[config.mk]
export PLATFORM = sky130hd
export DESIGN_NAME = ahb_lite_soc
export DESIGN_NICKNAME = d
export VERILOG_FILES = /design/src/rtl/soc_pkg.sv /design/src/rtl/ahb_reg_slave.sv /design/src/rtl/ahb_lite_soc.sv
export SDC_FILE = /design/constraint.sdc
export NUM_CORES = 1
export LEC_CHECK = 0
export ABC_CLOCK_PERIOD_IN_PS = 3830
export CORE_ASPECT_RATIO = 1.75
export CORE_MARGIN = 2
export CORE_UTILIZATION = 33
export CTS_CLUSTER_DIAMETER = 50
export CTS_CLUSTER_SIZE = 14
export DETAILED_ROUTE_END_ITERATION = 12
export SYNTH_ARGS = -nofsm -noshare
export SYNTH_HDL_FRONTEND = slang
export SYNTH_SLANG_ARGS = --single-unit
[constraint.sdc]
create_clock -name HCLK -period 3.83 [get_ports HCLK]
set_input_delay 1.149 -clock HCLK [delete_from_list [all_inputs] [get_ports HCLK]]
set_output_delay 1.149 -clock HCLK [all_outputs]
set_load 0.01 [all_outputs]
[src/rtl/soc_pkg.sv]
// rtl/soc_pkg.sv - shared AHB-Lite codes, memory map and master script steps
package soc_pkg;

   localparam logic [1:0] HTRANS_IDLE   = 2'b00;
   localparam logic [1:0] HTRANS_BUSY   = 2'b01;
   localparam logic [1:0] HTRANS_NONSEQ = 2'b10;
   localparam logic [1:0] HTRANS_SEQ    = 2'b11;

   localparam logic [2:0] HSIZE_WORD = 3'b010;

   localparam logic HRESP_OKAY  = 1'b0;
   localparam logic HRESP_ERROR = 1'b1;

   localparam logic [31:0] DEF_REG_BASE    = 32'h4000_0000;
   localparam int          DEF_NUM_REGS    = 3;
   localparam logic [31:0] REG_REGION_SIZE = 32'(4 * DEF_NUM_REGS);

   typedef enum logic [2:0] {W_R0, W_R1, R_R0, R_R1, W_SUM, DONE} step_t;

endpackage

[src/rtl/ahb_reg_slave.sv]
// rtl/ahb_reg_slave.sv - zero-wait AHB-Lite register file with flat register export
module ahb_reg_slave import soc_pkg::*; #(
   parameter int DATA_W   = 32,
   parameter int NUM_REGS = 3
) (
   input  logic                       clk,
   input  logic                       rst,
   input  logic                       hsel,
   input  logic [1:0]                 htrans,
   input  logic [2:0]                 hsize,
   input  logic                       hwrite,
   input  logic [1:0]                 haddr_idx,
   input  logic                       hready,
   input  logic [DATA_W-1:0]          hwdata,
   output logic [DATA_W-1:0]          hrdata,
   output logic                       hreadyout,
   output logic                       hresp,
   output logic [NUM_REGS*DATA_W-1:0] regs_flat
);

   logic [DATA_W-1:0] mem [NUM_REGS];
   logic              wr_pend;
   logic [1:0]        idx_q;
   logic              idx_ok;
   logic              xfer;

   assign xfer   = hsel && (htrans == HTRANS_NONSEQ || htrans == HTRANS_SEQ) && hsize == HSIZE_WORD;
   assign idx_ok = ({30'b0, idx_q} < 32'(NUM_REGS));

   // Address phase is latched; the write lands on the edge that closes the data phase.
   always_ff @(posedge clk) begin
      if (rst) begin
         wr_pend <= 1'b0;
         idx_q   <= '0;
         for (int i = 0; i < NUM_REGS; i++) mem[i] <= '0;
      end else begin
         if (wr_pend && hready && idx_ok) mem[idx_q] <= hwdata;
         if (hready) begin
            wr_pend <= xfer && hwrite;
            idx_q   <= haddr_idx;
         end
      end
   end

   assign hrdata    = idx_ok ? mem[idx_q] : '0;
   assign hreadyout = 1'b1;
   assign hresp     = HRESP_OKAY;

   for (genvar g = 0; g < NUM_REGS; g++) begin : g_flat
      assign regs_flat[(NUM_REGS-1-g)*DATA_W +: DATA_W] = mem[g];
   end

endmodule

[src/rtl/ahb_lite_soc.sv]
// rtl/ahb_lite_soc.sv - script-driven AHB-Lite master, decoder, register and default slaves
module ahb_lite_soc import soc_pkg::*; #(
   parameter int                DATA_W   = 32,
   parameter int                NUM_REGS = 3,
   parameter logic [31:0]       REG_BASE = DEF_REG_BASE,
   parameter logic [DATA_W-1:0] OPA      = 32'h0000_0005,
   parameter logic [DATA_W-1:0] OPB      = 32'h0000_0007
) (
   input  logic                       HCLK,
   input  logic                       HRESET,
   output logic [NUM_REGS*DATA_W-1:0] registers
);

   typedef enum logic [1:0] {DS_IDLE, DS_ERR1, DS_ERR2} ds_t;

   step_t             step, step_nxt;
   logic              data_ph, data_ph_nxt;
   logic [DATA_W-1:0] opa_q, opb_q, opa_nxt, opb_nxt;
   logic [31:0]       haddr;
   logic [1:0]        htrans;
   logic [2:0]        hsize;
   logic              hwrite;
   logic [DATA_W-1:0] hwdata, hrdata, reg_hrdata;
   logic              hready, hresp, reg_hreadyout, reg_hresp;
   logic              sel_reg, dsel_reg, def_start;
   ds_t               ds, ds_nxt;

   always_ff @(posedge HCLK) begin
      if (HRESET) begin
         step     <= W_R0;
         data_ph  <= 1'b0;
         opa_q    <= '0;
         opb_q    <= '0;
         dsel_reg <= 1'b0;
         ds       <= DS_IDLE;
      end else begin
         step    <= step_nxt;
         data_ph <= data_ph_nxt;
         opa_q   <= opa_nxt;
         opb_q   <= opb_nxt;
         ds      <= ds_nxt;
         if (hready) dsel_reg <= sel_reg;
      end
   end

   // Script addresses are fixed to the shipped map; the decoder follows REG_BASE.
   always_comb begin
      step_nxt    = step;
      data_ph_nxt = data_ph;
      opa_nxt     = opa_q;
      opb_nxt     = opb_q;
      htrans      = HTRANS_IDLE;
      hsize       = HSIZE_WORD;
      hwrite      = 1'b0;
      haddr       = DEF_REG_BASE;
      hwdata      = '0;
      case (step)
         W_R0:  begin hwrite = 1'b1; hwdata = OPA; end
         W_R1:  begin hwrite = 1'b1; hwdata = OPB; haddr = DEF_REG_BASE + 32'd4; end
         R_R1:  haddr = DEF_REG_BASE + 32'd4;
         W_SUM: begin hwrite = 1'b1; hwdata = opa_q + opb_q; haddr = DEF_REG_BASE + 32'd8; end
         default: ;
      endcase
      if (step != DONE) begin
         if (!data_ph) begin
            if (!HRESET) htrans = HTRANS_NONSEQ;
            if (hready) data_ph_nxt = 1'b1;
         end else if (hready) begin
            data_ph_nxt = 1'b0;
            if (hresp == HRESP_ERROR) begin
               step_nxt = DONE;
            end else begin
               if (step == R_R0) opa_nxt = hrdata;
               if (step == R_R1) opb_nxt = hrdata;
               step_nxt = step_t'(step + 3'd1);
            end
         end
      end
   end

   assign sel_reg   = (haddr >= REG_BASE) && (haddr < REG_BASE + 32'(4 * NUM_REGS));
   assign def_start = !sel_reg && hready && (htrans == HTRANS_NONSEQ || htrans == HTRANS_SEQ);

   always_comb begin
      ds_nxt = ds;
      case (ds)
         DS_ERR1: ds_nxt = DS_ERR2;
         default: ds_nxt = def_start ? DS_ERR1 : DS_IDLE;
      endcase
   end

   // Response mux follows the slave owning the current data phase.
   assign hready = dsel_reg ? reg_hreadyout : (ds != DS_ERR1);
   assign hresp  = dsel_reg ? reg_hresp : ((ds != DS_IDLE) ? HRESP_ERROR : HRESP_OKAY);
   assign hrdata = dsel_reg ? reg_hrdata : '0;

   ahb_reg_slave #(.DATA_W(DATA_W), .NUM_REGS(NUM_REGS)) u_regs (
      .clk       (HCLK),
      .rst       (HRESET),
      .hsel      (sel_reg),
      .htrans    (htrans),
      .hsize     (hsize),
      .hwrite    (hwrite),
      .haddr_idx (haddr[3:2]),
      .hready    (hready),
      .hwdata    (hwdata),
      .hrdata    (reg_hrdata),
      .hreadyout (reg_hreadyout),
      .hresp     (reg_hresp),
      .regs_flat (registers)
   );

endmodule

== Word level (Yosys, flattened, before mapping) ==
Memories as Yosys holds them, arrays and structs flattened. A register that Yosys moved wholly into a read port is not among the register bits.
Cells that the tools add are included.
W data, S select, Z words.
Word-level totals
  logic and storage cells: 70
  input bits: 2
  bits in writable memories: 96
  register bits after elaboration: 74
  memories kept: 1
Operators by class
  bitwise gates (word level): 1
  equal/unequal tests: 9
  muxes and demuxes: 27
  order comparisons: 3
  add/subtract/negate cells: 2
  reduce and logical (&&, ||, !) cells: 18
Memories
  u_regs.mem: words 3, width 32, read ports 4, clocked after Yosys merged registers in 1, write ports 3, RTL line ahb_reg_slave.sv:21  | logic [DATA_W-1:0] mem [NUM_REGS];
Operators with widths (count)
  $mux W32: 3
  $pmux W32 S3: 1
  $add A32 B32 Y32: 1
  $ge A32 B31 Y1 const B: 1
  $lt A32 B31 Y1 const B: 1
  $reduce_or A32 Y1: 1
  $mux W1: 14
  $mux W2: 7
  $reduce_and A5 Y1: 2
  $pmux W4 S2: 1
  $logic_and A1 B1 Y1: 7
  $eq A3 B2 Y1 const B: 2
  $eq A2 B2 Y1 const B: 2
  $reduce_or A2 Y1: 2
  $add A3 B1 Y3 const B: 1
  $eq A3 B1 Y1 const B: 1
  $eq A3 B3 Y1 const B: 1
  $logic_not A3 Y1: 1
  $mux W3: 1
  $ne A3 B3 Y1 const B: 1
  $reduce_and A3 Y1: 1
  $reduce_or A3 Y1: 1
  $eq A2 B1 Y1 const B: 1
  $lt A2 B2 Y1 const B: 1
  5 further kinds: 5

== Logic depth before layout (Yosys ltp) ==
  depth after elaboration: 10
  depth in mapped cells: 9

== Cells and area by module ==
From an unflattened synthesis, not the netlist that was laid out.
Unflattened totals
  cells, all modules: 1072
  area total of the unflattened synthesis: 10655.2 um2
By module, submodules not included
  ahb_reg_slave: area each 5921.9 um2, seq. area each 3943.8 um2, times used 1, cells each 414
  ahb_lite_soc: area each 4733.3 um2, seq. area each 1421.4 um2, times used 1, cells each 658

== Least setup slack after synthesis ==
No wires, ideal clock.
  path type: input to register
  start: input port HRESET
  end: memory u_regs.mem[2][0], enable pin
  stages on the path: 4
  library setup time: 0.394 ns
  buffers on the path: 1
  data arrival time: 2.740 ns
  slack: 0.696 ns
  cells stage by stage: clkbuf_1 -> nand3b_1 -> or3b_2 -> nand2b_1
RTL lines
  start, declared: RTL line ahb_lite_soc.sv:10  | input logic HRESET,
  end, declared: RTL line ahb_reg_slave.sv:21

==> metrics.txt <==
status=finished clean; placed wire-length estimate=20570 um; routed length on met1=9959 um; max reg flops=128; # hold bufs at CTS=0; Synth Flop Type=edfxtp_1; Synth Area per Inst=10.25 um2; sequential power share=0.502; count of final setup violators=0; setup total negative slack=0 ns; total global routing overflow=0; final RePlAce weighted congestion=0.8863; clk slew on worst S/H paths=0.06 ns; Net Sw Frac=0.2202; crit path max fanout=5; logic gate share of total power=0.064; largest net degree at the start of global routing=65; length of routed met3 wiring=992 um; CP required=4.06 ns; slowest cell delay on critical path=0.40 ns; Tmin final=3.037 ns; synthesized area=0.009987 mm2; DRC=0; core area=0.02995 mm2; P_sw=1.073 mW; register bit total from synthesis=204; P&R area growth vs syn=22.19%; P_int=3.800 mW; Skew-Pair Late Insertion Delay=0.50 ns; I/O pins=98; antenna-violating nets left=0; Post-Route Utilization=0.4074; die span in x=135.5 um; Finished Layout Cells=1490; Data arrival, critical path=3.27 ns; Antenna Cells=0; Initial Utilization=0.3334; Critical Path Start=opa_q[0]$_SDFFE_PP0P_; Clock Skew=0.01177 ns; post-CTS setup buffer count=0; crit-path cells=ha_1 -> fa_1 -> a21o_1 -> a221oi_4 -> o21ai_1 -> a21oi_1 -> o21ai_0 -> xnor2_1 -> nor2_1; top post-synthesis cells by count=nor2_1 (258), edfxtp_1 (128), a21oi_1 (109); first-pass GRT wire length=42870 um; FMAX=329.3 MHz; DR pass1 iterations=5; initial antenna violation count=0; Total GRT Usage=0.1786; cell taking the most area after synthesis=edfxtp_1; nets@finish=1129; crit-path leading delay family=compound AO/OA/AOI/OAI gates; biggest regs=u_regs.mem: 128 flops, opa_q: 32 flops, opb_q: 32 flops; peak supply drop=0.3353 mV; Cells after Synth=974; CTS tree=built; async set-reset flop share out of synthesis=0; Area contributors post-synth=edfxtp_1 (38%), dfxtp_1 (15%), nor2_1 (9.7%); P_leak=4.534 nW; R2R Setup Slk=0.79 ns; full die area=0.03173 mm2; Vias/cell=5.144; Detailed Route Iter0 Violations=506; Netlist cell types=61; share of cells above drive strength 1=0.08250; Slew HR=0.3242; placed cell count=1454; RSZ-0062 raised after global routing=false; Crit-path slowest cell=fa_1; highest metal used=met4; WS Path Type=reg2reg; final wirelength=28500 um; Slew Limit Fails=0; met2 WL=16550 um; post-cts gate resize count=0; sequential-to-total area share from yosys stat=0.5372; most frequent cell after synthesis=nor2_1; die height=234.1 um; Yosys top cell area share=0.3849; Top reg by flops=u_regs.mem; HP Start=opb_q[10]$_SDFFE_PP0P_; CTS Sinks=204; vias in the first global route=7571; Bufs and invs on worst path=0; via count=7665; IO Port Bufs=97; YS warnings=0; CTS H-tree lvls=1; reg-to-reg startpoint=opa_q[0]$_SDFFE_PP0P_; EDFF count, synth=128; pwr/cell area=399.4 mW/mm2; Startpoint Class=flop; Worst setup EP type=flop; Hold Crit Class=reg2reg; Clock Tree Buf Depth=3; Clk pwr share=0.434; Max Cap Viol=0; DR WL/cell=19.13 um; final worst path period share=0.7929; Fin. Hold Viols=0; Worst-Margin Slew=1.012 ns; CTS buffer count=20; CTS root buffer=clkbuf_16; row cnt=84
-- kinds of logic (layout without fill, tap and decap cells) --
kind of cell,count (synthesis),after routing,synth area share
xor+xnor,21,21,0.01842
mux,33,33,0.07329
compound gates,193,193,0.1176
flops,204,204,0.5372
other cells,1,32,0.0003755
simple gates,410,410,0.1736
buf+inv,74,172,0.03107
fa+ha+maj,38,38,0.04836
-- per-stage QoR --
step	setup WS [ns]	hold WS [ns]	power, mW	cell area, um2
2_1_floorplan	0.6962	0.4585	2.639	10100
3_3_place_gp	0.7117	0.4716	2.810	11510
3_5_place_dp	0.7128	0.4826	2.814	11510
4_1_cts	0.7744	0.4976	4.920	12200
5_1_grt	0.5556	0.5170	5.031	12200
6_report	0.7933	0.4920	4.873	12200
-- power by group through the flow --
stage / Clock [mW] / Sequential, mW / Combinational (mW)
5_1_grt: 2.24 / 2.45 / 0.338
2_1_floorplan: 0 / 2.49 / 0.150
6_report: 2.11 / 2.45 / 0.313
3_3_place_gp: 0 / 2.49 / 0.316
3_5_place_dp: 0 / 2.50 / 0.318
4_1_cts: 2.15 / 2.45 / 0.319
-- cell usage in the layout (no fill, tap or decap), drive strengths merged, types with 18 or more instances in the layout --
cell type and instances:
o21ai 18, conb 32, nand2 75, edfxtp 128, clkbuf 30, a21oi 110, ha 37, mux4 32
nor2 258, dfxtp 76, clkdlybuf4s50 96, inv 25, a21o 25
-- metal layers --
metal / global-route usage / vias up
met2: 0.3617 / 176
met4: 0.06510 / 0
met5: 0 / -
li1: - / 3653
met1: 0.1856 / 3787
met3: 0.01773 / 49
-- worst paths after layout --
check | endpoint | cells past startpoint
setup / recovery | u_regs.mem[1][16]$_SDFFCE_PN0P_ | 9
hold / removal | opb_q[10]$_SDFFE_PP0P_ | 2
setup reg to reg | u_regs.mem[1][16]$_SDFFCE_PN0P_ | 9
hold reg to reg | opb_q[10]$_SDFFE_PP0P_ | 2
-- worst reg2reg max path, cell delays in order, from the launching register on --
cell      delay [ns]
dfxtp_1         0.32
ha_1            0.24
fa_1            0.40
a21o_1          0.23
a221oi_4        0.32
o21ai_1         0.21
a21oi_1         0.39
o21ai_0         0.21
xnor2_1         0.37
nor2_1          0.09
-- area by class of cell --
cell class                      count  area [um2]
Clock inverter                      6       113.9
Inverter                           24       90.09
Timing Repair Buffer              112        1129
Tap cell                          387       484.2
Sequential cell                   204        5366
Multi-Input combinational cell    727        4439
Fill cell                        2939       17750
Clock buffer                       30       580.6
Power figures use the tool's default switching activity.
